File: src/rtl/sti_pkg.sv
`default_nettype none
// ============================================================================
// Module   : sti_pkg
// Brief    : Shared types and helpers for the STI serial receiver.
// Revision : 1.0 - initial release
// ============================================================================
package sti_pkg;

   typedef enum logic [1:0] {
      IDLE  = 2'd0,
      RECV  = 2'd1,
      FLUSH = 2'd2
   } state_t;

   localparam logic [1:0] LEN_8  = 2'b00;
   localparam logic [1:0] LEN_16 = 2'b01;
   localparam logic [1:0] LEN_24 = 2'b10;
   localparam logic [1:0] LEN_32 = 2'b11;

   function automatic logic [5:0] len_bits(input logic [1:0] cfg_length);
      case (cfg_length)
         LEN_8:   len_bits = 6'd8;
         LEN_16:  len_bits = 6'd16;
         LEN_24:  len_bits = 6'd24;
         default: len_bits = 6'd32;
      endcase
   endfunction

endpackage
`default_nettype wire

File: src/rtl/sti_rx_unpack.sv
`default_nettype none
// ============================================================================
// Module   : sti_rx_unpack
// Brief    : Combinational extraction of the 16-bit word and pad check.
// Revision : 1.0 - initial release
// ============================================================================
module sti_rx_unpack
   import sti_pkg::*;
(
   input  logic [31:0] win,
   input  logic [1:0]  len,
   input  logic        fill,
   input  logic        low,
   output logic [15:0] word,
   output logic        pad_err
);

   always_comb begin
      word    = 16'h0000;
      pad_err = 1'b0;
      case (len)
         LEN_8: begin
            word = low ? {win[7:0], 8'h00} : {8'h00, win[7:0]};
         end
         LEN_16: begin
            word = win[15:0];
         end
         LEN_24: begin
            word    = fill ? win[23:8] : win[15:0];
            pad_err = fill ? (|win[7:0]) : (|win[23:16]);
         end
         default: begin
            word    = fill ? win[31:16] : win[15:0];
            pad_err = fill ? (|win[15:0]) : (|win[31:16]);
         end
      endcase
   end

endmodule
`default_nettype wire

File: src/rtl/sti_rx.sv
`default_nettype none
// ============================================================================
// Module   : sti_rx
// Brief    : STI serial-to-parallel receiver with framing/pad error reporting.
// Revision : 1.0 - initial release
// ============================================================================
module sti_rx
   import sti_pkg::*;
#(
   parameter int FRAME_CNT_W = 8
) (
   input  logic                   clk,
   input  logic                   reset,
   input  logic                   si_data,
   input  logic                   si_valid,
   input  logic [1:0]             cfg_length,
   input  logic                   cfg_msb,
   input  logic                   cfg_fill,
   input  logic                   cfg_low,
   output logic [15:0]            po_data,
   output logic                   po_valid,
   output logic                   po_err,
   output logic                   po_pad_err,
   output logic                   po_busy,
   output logic [FRAME_CNT_W-1:0] po_frames
);

   localparam logic [FRAME_CNT_W-1:0] c_frame_one = {{(FRAME_CNT_W-1){1'b0}}, 1'b1};

   state_t      r_state;
   state_t      w_next;
   logic [31:0] r_win;
   logic [5:0]  r_cnt;
   logic [1:0]  r_len;
   logic        r_msb;
   logic        r_fill;
   logic        r_low;
   logic [5:0]  w_n;
   logic        w_start;
   logic        w_store;
   logic        w_good;
   logic        w_err;
   logic [15:0] w_word;
   logic        w_pad;

   assign w_n     = len_bits(r_len);
   assign po_busy = (r_state != IDLE);

   always_ff @(posedge clk) begin
      if (reset) r_state <= IDLE;
      else       r_state <= w_next;
   end

   always_comb begin
      w_next  = r_state;
      w_start = 1'b0;
      w_store = 1'b0;
      w_good  = 1'b0;
      w_err   = 1'b0;
      case (r_state)
         IDLE: begin
            if (si_valid) begin
               w_start = 1'b1;
               w_next  = RECV;
            end
         end
         RECV: begin
            if (si_valid) begin
               if (r_cnt < w_n) begin
                  w_store = 1'b1;
               end else begin
                  w_err  = 1'b1;
                  w_next = FLUSH;
               end
            end else begin
               w_good = (r_cnt == w_n);
               w_err  = (r_cnt != w_n);
               w_next = IDLE;
            end
         end
         FLUSH: begin
            if (!si_valid) w_next = IDLE;
         end
         default: w_next = IDLE;
      endcase
   end

   // Datapath: window, bit counter, latched config and output registers.
   always_ff @(posedge clk) begin
      if (reset) begin
         r_win      <= 32'h0;
         r_cnt      <= 6'd0;
         r_len      <= LEN_8;
         r_msb      <= 1'b0;
         r_fill     <= 1'b0;
         r_low      <= 1'b0;
         po_data    <= 16'h0000;
         po_valid   <= 1'b0;
         po_err     <= 1'b0;
         po_pad_err <= 1'b0;
         po_frames  <= '0;
      end else begin
         po_valid   <= w_good;
         po_err     <= w_err;
         po_pad_err <= w_good & w_pad;
         if (w_start) begin
            r_len  <= cfg_length;
            r_msb  <= cfg_msb;
            r_fill <= cfg_fill;
            r_low  <= cfg_low;
            r_win  <= {31'h0, si_data};
            r_cnt  <= 6'd1;
         end
         if (w_store) begin
            if (r_msb) r_win <= {r_win[30:0], si_data};
            else       r_win[r_cnt[4:0]] <= si_data;
            r_cnt <= r_cnt + 6'd1;
         end
         if (w_good) begin
            po_data <= w_word;
            if (po_frames != {FRAME_CNT_W{1'b1}}) po_frames <= po_frames + c_frame_one;
         end
      end
   end

   sti_rx_unpack u_unpack (
      .win     (r_win),
      .len     (r_len),
      .fill    (r_fill),
      .low     (r_low),
      .word    (w_word),
      .pad_err (w_pad)
   );

endmodule
`default_nettype wire

File: config.mk
export PLATFORM = sky130hd
export DESIGN_NAME = sti_rx
export DESIGN_NICKNAME = d
export VERILOG_FILES = /design/src/rtl/sti_pkg.sv /design/src/rtl/sti_rx_unpack.sv /design/src/rtl/sti_rx.sv
export SDC_FILE = /design/constraint.sdc
export NUM_CORES = 1
export LEC_CHECK = 0
export ABC_AREA = 1
export BUFFER_PORTS_ARGS = -buffer_cell sky130_fd_sc_hd__buf_4
export CORE_MARGIN = 2
export CORE_UTILIZATION = 45
export CTS_CLUSTER_SIZE = 28
export DETAILED_ROUTE_END_ITERATION = 12
export SYNTH_ARGS = -nofsm -noshare
export SYNTH_HDL_FRONTEND = slang
export SYNTH_HIERARCHICAL = 1
export SYNTH_SLANG_ARGS = --single-unit
File: constraint.sdc
create_clock -name clk -period 2.65 [get_ports clk]
set_input_delay 0.265 -clock clk [delete_from_list [all_inputs] [get_ports clk]]
set_output_delay 0.265 -clock clk [all_outputs]
set_load 0.1 [all_outputs]
==> results of run 1 <==
-- layout by cell type, fill, tap and decap left out, types with 2 or more instances in the layout --
cell type | netlist | routed
nor2_2 | 4 | 4
nor2_1 | 124 | 124
o21ai_1 | 2 | 2
nor2_4 | 5 | 5
inv_1 | 44 | 44
clkbuf_1 | 18 | 2
a21oi_1 | 52 | 52
buf_12 | 0 | 2
o21ai_0 | 19 | 19
a31oi_1 | 8 | 8
nand3_2 | 3 | 3
nand4_1 | 11 | 11
bufinv_16 | 0 | 4
dfxtp_1 | 72 | 72
ha_1 | 11 | 11
nand2_2 | 3 | 3
inv_2 | 7 | 7
nand3_1 | 64 | 64
nor3_1 | 2 | 2
clkbuf_16 | 0 | 9
xor2_1 | 2 | 2
nand3b_1 | 2 | 2
nand2_1 | 400 | 400
buf_4 | 6 | 49
-- cells in the mapped netlist (all sizes together) --
library cell  count  share of area
a21oi            54          0.056
a31oi             8         0.0098
buf              31          0.042
clkbuf           18          0.013
clkinv            1        0.00098
dfxtp            72           0.28
ha               11          0.027
inv              51          0.038
nand2           403           0.30
nand3            67          0.069
nand3b            2         0.0029
nand4            11          0.014
nor2            134           0.11
nor3              3         0.0039
nor3b             1         0.0025
o211ai            1         0.0015
o21ai            21          0.021
or2               2         0.0025
xnor2             1         0.0017
xor2              2         0.0034
-- power breakdown --
group	internal, mW	switching [mW]
combinational	0.160	0.369
clock	1.02	0.495
sequential	1.12	0.0663
-- per-stage QoR --
stage / setup WS, ns / util / instances
finish: 0.453 / 0.527 / 1052
detailed placement: 0.488 / 0.494 / 1036
floorplan: 0.575 / - / 894
global route: 0.257 / 0.527 / 1052
CTS: 0.439 / 0.527 / 1052
global placement: 0.558 / 0.494 / 1036
-- area by class of cell --
class                      instances  area (um2)  share of cell area
multi-input combinational        721        3180               0.552
sequential                        72        1440               0.250
timing repair buffer              51         408              0.0708
clock buffer                      11         233              0.0404
inverter                          52         196              0.0341
tap                              140         175              0.0304
clock inverter                     5         129              0.0224
-- worst max path at each step --
stage                       startpoint           end  slack (ns)  cells after the start
after floorplan           po_frames[0]  po_frames[6]        0.57                      7
after global placement        r_len[0]  po_frames[0]        0.56                     12
after detailed placement      r_len[0]  po_frames[0]        0.49                     12
after CTS                     r_len[0]     r_win[18]        0.44                     11
after global routing          r_len[0]  po_frames[5]        0.26                     12
final                         r_len[0]     r_win[18]        0.45                     11
-- layer usage --
| layer | part of all wire | wire length [um] | GRT usage |
|---|---|---|---|
| met1 | 0.47 | 7310 | 0.344 |
| met2 | 0.46 | 7210 | 0.405 |
| met3 | 0.053 | 831 | 0.0291 |
| met4 | 0.023 | 354 | 0.106 |
| met5 | 0 | 0 | 0 |
-- registers in the layout (all words and copies together), names as in the netlist --
signal and cells:
r_win 32, po_data 16, po_frames 8, r_cnt 6, r_len 2, r_state 2
po_err 1, po_pad_err 1, po_valid 1, r_fill 1, r_low 1, r_msb 1
-- worst reg2reg max path, stage by stage, from the launching register on --
cell	delay, ns
dfxtp_1	0.44
inv_1	0.12
ha_1	0.29
inv_1	0.04
ha_1	0.28
nand3_1	0.15
nand3_2	0.10
nor2_2	0.14
buf_12	0.23
nand2_1	0.10
nor2_1	0.15
nor2_1	0.05
-- logic make-up (layout without fill, tap and decap cells) --
logic type | after synthesis | in the layout | synth area share
simple gates | 623 | 623 | 0.504
xor+xnor | 3 | 3 | 0.00516
compound gates | 84 | 84 | 0.0879
fa+ha+maj | 11 | 11 | 0.0270
flops | 72 | 72 | 0.283
buf+inv | 101 | 119 | 0.0933
==> flow_summary.json, run 1 <==
{
  "hpwl_mm": 10.9,
  "synth_nets": 914,
  "tightest_slew_ns": 0.748,
  "drive_gt1_frac": 0.103,
  "area_growth_pct": 13.1,
  "gp_congestion": 0.897,
  "clock-sinks": 72,
  "ctsResizeCount": 0,
  "timing.rr.end": "r_win[18]",
  "yosys_warnings": 6,
  "port_buffers": 36,
  "place_area_um2": 5400,
  "cp-end-kind": "flop",
  "firstDrtPassIters": 6,
  "finalMaxSlewViolations": 0,
  "avgSynthCellArea_um2": 5.70,
  "ys_ff_latch": 72,
  "start_util": 0.466,
  "grt_max_degree": 40,
  "cts_tree": "done",
  "hold_violations": 0,
  "critPathBufInv": 3,
  "reg2regPathDepth": 11,
  "cp_cell_sequence": "inv_1 > ha_1 > inv_1 > ha_1 > nand3_1 > nand3_2 > nor2_2 > buf_12 > nand2_1 > nor2_1 > nor2_1",
  "p_per_area_nw_per_um2": 561,
  "worstSetupPathType": "reg2reg",
  "vdd_drop_max_mv": 0.310,
  "path_max_fanout": 39,
  "cts_root_buffer": "clkbuf_16",
  "fill_cells": 1155,
  "h-tree-depth": 3,
  "holdBufCountCts": 0,
  "maxCapViolations": 0,
  "cp_slowest_cell": "dfxtp_1",
  "crit_arrival_ns": 2.44,
  "fp-row-count": 38,
  "final_area_um2": 5760,
  "yosysSeqAreaShare": 0.283,
  "p_total_mw": 3.23,
  "critPathTopFamily": "simple AND/OR/NAND/NOR gates",
  "ant_nets": 0,
  "ys_types": 34,
  "cts.path.max_buffers": 2,
  "worstHoldStart": "cfg_fill",
  "clk_latency_ns": 0.35,
  "initialDrtViolationCount": 409,
  "clk_pin_slew_ns": 0.06,
  "period_needed_ns": 2.20,
  "grt_pass1_wl_mm": 25.1,
  "dieWidth_um": 110,
  "grt_usage": 0.252,
  "slowest_delay_ns": 0.44,
  "dieArea_um2": 12200,
  "num_vias": 5492,
  "grt_pass1_vias": 4796,
  "relSlewSlack": 0.501,
  "hold_slack_ns": 0.178,
  "setup_violations": 0,
  "skew_ns": 0.0109,
  "min_path_type": "in2reg",
  "syn_area_um2": 5090,
  "ios": 37,
  "synth_cells": 894,
  "hold_depth": 3,
  "nets": 927,
  "clock.fmax_mhz": 455,
  "drc_errors": 0,
  "n_antenna_cell": 0,
  "worstReg2RegStart": "r_len[0]",
  "wl_per_cell_um": 14.9,
  "worst_hold_path.endpoint": "r_fill",
  "post_cts_buffers": 0,
  "status": "completed",
  "dieHeight_um": 110,
  "numCtsBuffers": 9,
  "antenna_found_initial": 0,
  "grt_setup_unrepaired": "false",
  "fin_setup_tns_ns": 0,
  "core_area_um2": 10900,
  "fin_crit_sh": 0.829,
  "finalWirelength_mm": 15.7,
  "start_kind": "flop",
  "r2r_slack_ns": 0.45,
  "critPathRequiredTime_ns": 2.89,
  "grt-ovfl-total": 0,
  "p_leak_nw": 2.71,
  "routed_via_density": 5.22
}
(Power assumes the default switching activity.)
==> run 2: changes to the inputs <==
--- a/config.mk
+++ b/config.mk
@@ -5,7 +5,7 @@
 export SDC_FILE = /design/constraint.sdc
 export NUM_CORES = 1
 export LEC_CHECK = 0
-export ABC_AREA = 1
+export ABC_AREA = 0
 export BUFFER_PORTS_ARGS = -buffer_cell sky130_fd_sc_hd__buf_4
 export CORE_MARGIN = 2
 export CORE_UTILIZATION = 45
==> constraint.sdc (replaced) <==
create_clock -name clk -period 2.09 [get_ports clk]
set_input_delay 0.209 -clock clk [delete_from_list [all_inputs] [get_ports clk]]
set_output_delay 0.209 -clock clk [all_outputs]
set_load 0.1 [all_outputs]
==> run 2 against run 1 <==
Effect of this change:
- the run now ends with negative setup slack left
- critical path depth is 3 lower
- synthesized cell count decreased by 36%
- clock power is 32% lower
- combinational power up 3%
- setup slack worse by 0.53 ns
- global-route usage shrank 0.95 points
- worst hold slack lost 0.081 ns
==> flow_summary.json, run 2 <==
{
  "routed_via_density": 6.25,
  "met1_length_mm": 6.49,
  "grt_pass1_vias": 4274,
  "wl_per_cell_um": 19.0,
  "dr_wl_met2_mm": 6.97,
  "pwr-share-comb": 0.182,
  "firstDrtPassIters": 6,
  "final_area_um2": 5630,
  "grt_setup_unrepaired": "true",
  "numCtsBuffers": 9,
  "finalWirelength_mm": 14.4,
  "holdBufCountCts": 0,
  "nets": 638,
  "p_int_mw": 2.08,
  "final_util": 0.556,
  "ant_nets": 0,
  "power.switching_mw": 0.918,
  "ios": 37,
  "worstSetupPathType": "reg2reg",
  "ys_types": 57,
  "routed-wl-met3_um": 706,
  "maxCapViolations": 0,
  "cts_root_buffer": "clkbuf_8",
  "tightest_slew_ns": 0.639,
  "largest_reg_flops": 32,
  "initialDrtViolationCount": 414,
  "p_sw_frac": 0.307,
  "largest_registers": "r_win (32), po_data (16), po_frames (8)",
  "hpwl_mm": 9.17,
  "period_needed_ns": 2.17,
  "clk_pin_slew_ns": 0.09,
  "port_buffers": 36,
  "finalWorstSetupSlack_ns": -0.0808,
  "avgSynthCellArea_um2": 8.04,
  "core_area_um2": 10100,
  "clock.fmax_mhz": 461,
  "relSlewSlack": 0.572,
  "async_flop_share": 0,
  "clockPowerShare": 0.344,
  "clock-sinks": 72,
  "hold_slack_ns": 0.0966,
  "setup_violations": 36,
  "grt-ovfl-total": 0,
  "h-tree-depth": 3,
  "yosysSeqAreaShare": 0.311,
  "synth_cells": 576,
  "ys_ff_latch": 72,
  "path_max_fanout": 5,
  "yosysTopAreaCell": "dfxtp_1",
  "place_area_um2": 5160,
  "synth_nets": 596,
  "critPathRequiredTime_ns": 2.39,
  "area_growth_pct": 21.6,
  "seqPwrFrac": 0.473,
  "fill_cells": 947,
  "start_util": 0.457,
  "synth_area_leaders": "dfxtp_1, a21oi_1, a22o_1",
  "violations": "negative setup slack",
  "antenna_found_initial": 0,
  "finalMaxSlewViolations": 0,
  "final_common_cell": "a21oi_1",
  "dp.cells": 731,
  "synth_ff_type": "dfxtp_1",
  "p_leak_nw": 2.06,
  "fin_setup_tns_ns": -1.48,
  "yosysTopAreaCellShare": 0.311,
  "mostFrequentLayoutCells": "a21oi_1, nand2_1, dfxtp_1",
  "status": "complete, but fails checks",
  "grt_max_degree": 35,
  "dieArea_um2": 11100,
  "dieHeight_um": 105,
  "pre_cts_slack_ns": -0.0461,
  "vdd_drop_max_mv": 0.250,
  "skew_ns": 0.0112,
  "drive_gt1_frac": 0.239,
  "p_total_mw": 2.99,
  "grt_pass1_wl_mm": 21.7,
  "cts_tree": "done",
  "regMostFlops": "r_win",
  "synth-edff-count": 0,
  "hold_violations": 0,
  "dieWidth_um": 105,
  "cts.path.max_buffers": 2,
  "top_layer_used": "met4",
  "fin_crit_sh": 1.04,
  "start_kind": "flop",
  "p_per_area_nw_per_um2": 531,
  "synth_most_common_cell": "a21oi_1",
  "n_antenna_cell": 0,
  "syn_area_um2": 4630,
  "num_vias": 4745,
  "fp-row-count": 37,
  "cp-end-kind": "flop",
  "grt_usage": 0.243,
  "clk_latency_ns": 0.36,
  "min_path_type": "in2reg",
  "yosys_warnings": 6,
  "gp_congestion": 0.840,
  "drc_errors": 0,
  "synthTopCellsByCount": "a21oi_1, dfxtp_1, nand2_1, nor2b_1, a22o_1",
  "crit_arrival_ns": 2.47,
  "fin_cells": 759
}
run 2: timing repair:
item,CTS,global route
pin swaps,5,24
endpoints found under the setup margin,56,58
buffers inserted,0,7
cloned,1,5
hold endpoints to repair,0,0
resized for setup,10,19
run 2: worst max-delay path, cell delays in order, from the launching register on:
cell,delay (ns)
dfxtp_4,0.39
inv_4,0.04
ha_4,0.25
inv_2,0.03
ha_4,0.27
nand2b_4,0.06
or4_4,0.54
or3_4,0.41
a21oi_2,0.12
run 2: path summary, 6_finish.rpt:
check,end,slack [ns],startpoint,cells past startpoint
hold reg to reg,po_data[12],0.46,po_data[12],2
hold / removal,r_msb,0.1,cfg_msb,3
setup / recovery,po_frames[0],-0.08,r_len[1],8
setup reg to reg,po_frames[0],-0.08,r_len[1],8
run 2: layer usage:
metal,track usage,up-vias
li1,-,2247
met1,0.328,2283
met2,0.402,188
met3,0.0346,27
met4,0.0714,0
met5,0,-
run 2: layout make-up:
| type | instances | area (um2) | area share |
|---|---|---|---|
| well taps | 136 | 170 | 0.0302 |
| clock inverters | 5 | 33.8 | 0.00600 |
| clock buffers | 11 | 141 | 0.0251 |
| inverters | 12 | 47.5 | 0.00844 |
| repair buffers | 80 | 734 | 0.130 |
| multi-input cells | 443 | 3060 | 0.543 |
| flip-flops and latches | 72 | 1450 | 0.257 |
run 2: power by group through the flow:
stage	sequential (mW)	combinational [mW]	clock (mW)
floorplan	1.45	0.330	0
global placement	1.45	0.466	0
detailed placement	1.45	0.472	0
CTS	1.42	0.487	1.05
global route	1.42	0.588	1.12
finish	1.42	0.546	1.03
run 2: cell families after synthesis:
logic type | Yosys count | synth area share
AOI/OAI and AO/OA | 223 | 0.335
adders and majority gates | 11 | 0.0297
buffers and inverters | 62 | 0.0664
DFF | 72 | 0.311
muxes | 15 | 0.0392
and+or+nand+nor | 193 | 0.219
==> run 3: changes to the inputs <==
--- a/config.mk
+++ b/config.mk
@@ -11,6 +11,7 @@
 export CORE_UTILIZATION = 45
 export CTS_CLUSTER_SIZE = 28
 export DETAILED_ROUTE_END_ITERATION = 12
+export SETUP_SLACK_MARGIN = 0.05
 export SYNTH_ARGS = -nofsm -noshare
 export SYNTH_HDL_FRONTEND = slang
 export SYNTH_HIERARCHICAL = 1
==> run 3 against run 2 <==
Effect of this change:
- the flow still finishes with violations (negative setup slack)
- first-iteration DRC count is 7.5% higher
- routed wire length grew 1.4%
- clock skew up 0.0076 ns
- worst hold slack worse by 0.0062 ns
- setup slack worse by 0.028 ns
- cell area increased by 3.4%
- cell count is 1.1% higher
- largest cell class unchanged
==> flow_summary.json, run 3 (synthesis results as in run 2) <==
{
  "path_max_fanout": 5,
  "firstDrtPassIters": 5,
  "min_path_type": "in2reg",
  "final_util": 0.575,
  "critPathRequiredTime_ns": 2.39,
  "skew_ns": 0.0188,
  "finalWirelength_mm": 14.6,
  "dieArea_um2": 11100,
  "ant_nets": 0,
  "fin_crit_sh": 1.05,
  "n_antenna_cell": 0,
  "period_needed_ns": 2.20,
  "pre_cts_slack_ns": -0.0928,
  "grt_usage": 0.255,
  "mostFrequentLayoutCells": "buf_4, dfxtp_1, a21oi_1",
  "grt_max_degree": 62,
  "fill_cells": 909,
  "crit_arrival_ns": 2.49,
  "setup_violations": 38,
  "p_int_mw": 2.05,
  "clk_latency_ns": 0.37,
  "dieHeight_um": 105,
  "port_buffers": 36,
  "numCtsBuffers": 9,
  "dieWidth_um": 105,
  "area_growth_pct": 25.8,
  "wl_per_cell_um": 19.1,
  "multi_input_area_um2": 3160,
  "grt_pass1_vias": 4321,
  "hpwl_mm": 9.30,
  "pwr-share-comb": 0.190,
  "timing.rr.end": "po_frames[0]",
  "start_kind": "flop",
  "tightest_slew_ns": 0.512,
  "cp-endpoint": "po_frames[0]",
  "drive_gt1_frac": 0.281,
  "p_per_area_nw_per_um2": 512,
  "worstHoldStart": "cfg_length[0]",
  "largest_reg_flops": 32,
  "num_vias": 4783,
  "grt-ovfl-total": 0,
  "power.switching_mw": 0.932,
  "relSlewSlack": 0.658,
  "final_area_um2": 5830,
  "reg2regPathDepth": 8,
  "startpoint": "r_len[1]",
  "cts_root_buffer": "clkbuf_8",
  "routed_via_density": 6.24,
  "core_area_um2": 10100,
  "finalMaxSlewViolations": 0,
  "hold_violations": 0,
  "worstReg2RegStart": "r_len[1]",
  "cts.path.max_buffers": 2,
  "maxCapViolations": 0,
  "clock-sinks": 72,
  "vdd_drop_max_mv": 0.231,
  "place_area_um2": 5230,
  "clk_pin_slew_ns": 0.09,
  "p_sw_frac": 0.313,
  "seqCellArea_um2": 1450,
  "nets": 646,
  "initialDrtViolationCount": 445,
  "grt_setup_unrepaired": "true",
  "cts_tree": "done",
  "finalWorstSetupSlack_ns": -0.109,
  "clock.fmax_mhz": 455,
  "gp_congestion": 0.844,
  "p_leak_nw": 2.14,
  "regMostFlops": "r_win",
  "cp-end-kind": "flop",
  "grt_pass1_wl_mm": 22.7,
  "ios": 37,
  "clockPowerShare": 0.334,
  "antenna_found_initial": 0,
  "drc_errors": 0,
  "seqPwrFrac": 0.476,
  "violations": "negative setup slack",
  "largest_registers": "r_win (32), po_data (16), po_frames (8)",
  "fp-row-count": 37,
  "r2r_slack_ns": -0.11,
  "holdBufCountCts": 0,
  "worstSetupPathType": "reg2reg",
  "start_util": 0.457,
  "status": "complete, but fails checks",
  "h-tree-depth": 3
}
run 3: worst min path at each step:
| stage | to | slack (ns) | depth (start not counted) |
|---|---|---|---|
| 5_1_grt | r_len[0] | 0.09 | 3 |
| 4_1_cts | r_len[1] | 0.08 | 3 |
| 2_1_floorplan | r_len[1] | 0.33 | 2 |
| 3_5_place_dp | po_data[7] | 0.45 | 2 |
| 3_3_place_gp | po_data[9] | 0.44 | 2 |
| 6_report | r_len[0] | 0.09 | 3 |
run 3: power groups by stage:
stage                     logic (mW)  registers, mW  clock network (mW)
after detailed placement       0.479           1.45                   0
after floorplan                0.331           1.45                   0
after global placement         0.473           1.45                   0
after global routing           0.610           1.42                1.07
final                          0.566           1.42               0.995
after CTS                      0.523           1.42                1.01
run 3: what timing repair did:
action                                  4_1_cts  5_1_grt
resized for setup                            11       52
gates cloned                                  2        3
buffers inserted                              5        6
pin swaps                                    12       38
endpoints found under the setup margin       58       61
run 3: critical path, stage by stage (launching register included):
cell	delay [ns]
dfxtp_4	0.40
inv_4	0.04
ha_4	0.26
inv_4	0.03
ha_4	0.27
nand2b_4	0.06
or4_4	0.54
or3_1	0.39
a21oi_1	0.14
run 3: cell type report:
cell class | count | area share
multi-input cells | 443 | 0.542
flip-flops and latches | 72 | 0.249
repair buffers | 88 | 0.143
well taps | 136 | 0.0292
clock buffers | 10 | 0.0219
inverters | 12 | 0.00902
clock inverters | 6 | 0.00623
run 3: metal layers:
metal | wire length, um | up-vias | track usage
met3 | 906 | 23 | 0.0284
met1 | 6530 | 2312 | 0.351
li1 | - | 2265 | -
met2 | 6900 | 183 | 0.407
met4 | 296 | 0 | 0.103
met5 | 0 | - | 0
run 3: per-stage QoR:
step	TNS [ns]	std cells	power (mW)	hold WS [ns]
after floorplan	-0.0729	576	1.79	0.335
after global placement	-0.231	736	1.92	0.439
after detailed placement	-1.05	736	1.93	0.445
after CTS	-0.898	759	2.95	0.0841
after global routing	-5.89	767	3.10	0.0925
final	-2.08	767	2.98	0.0904
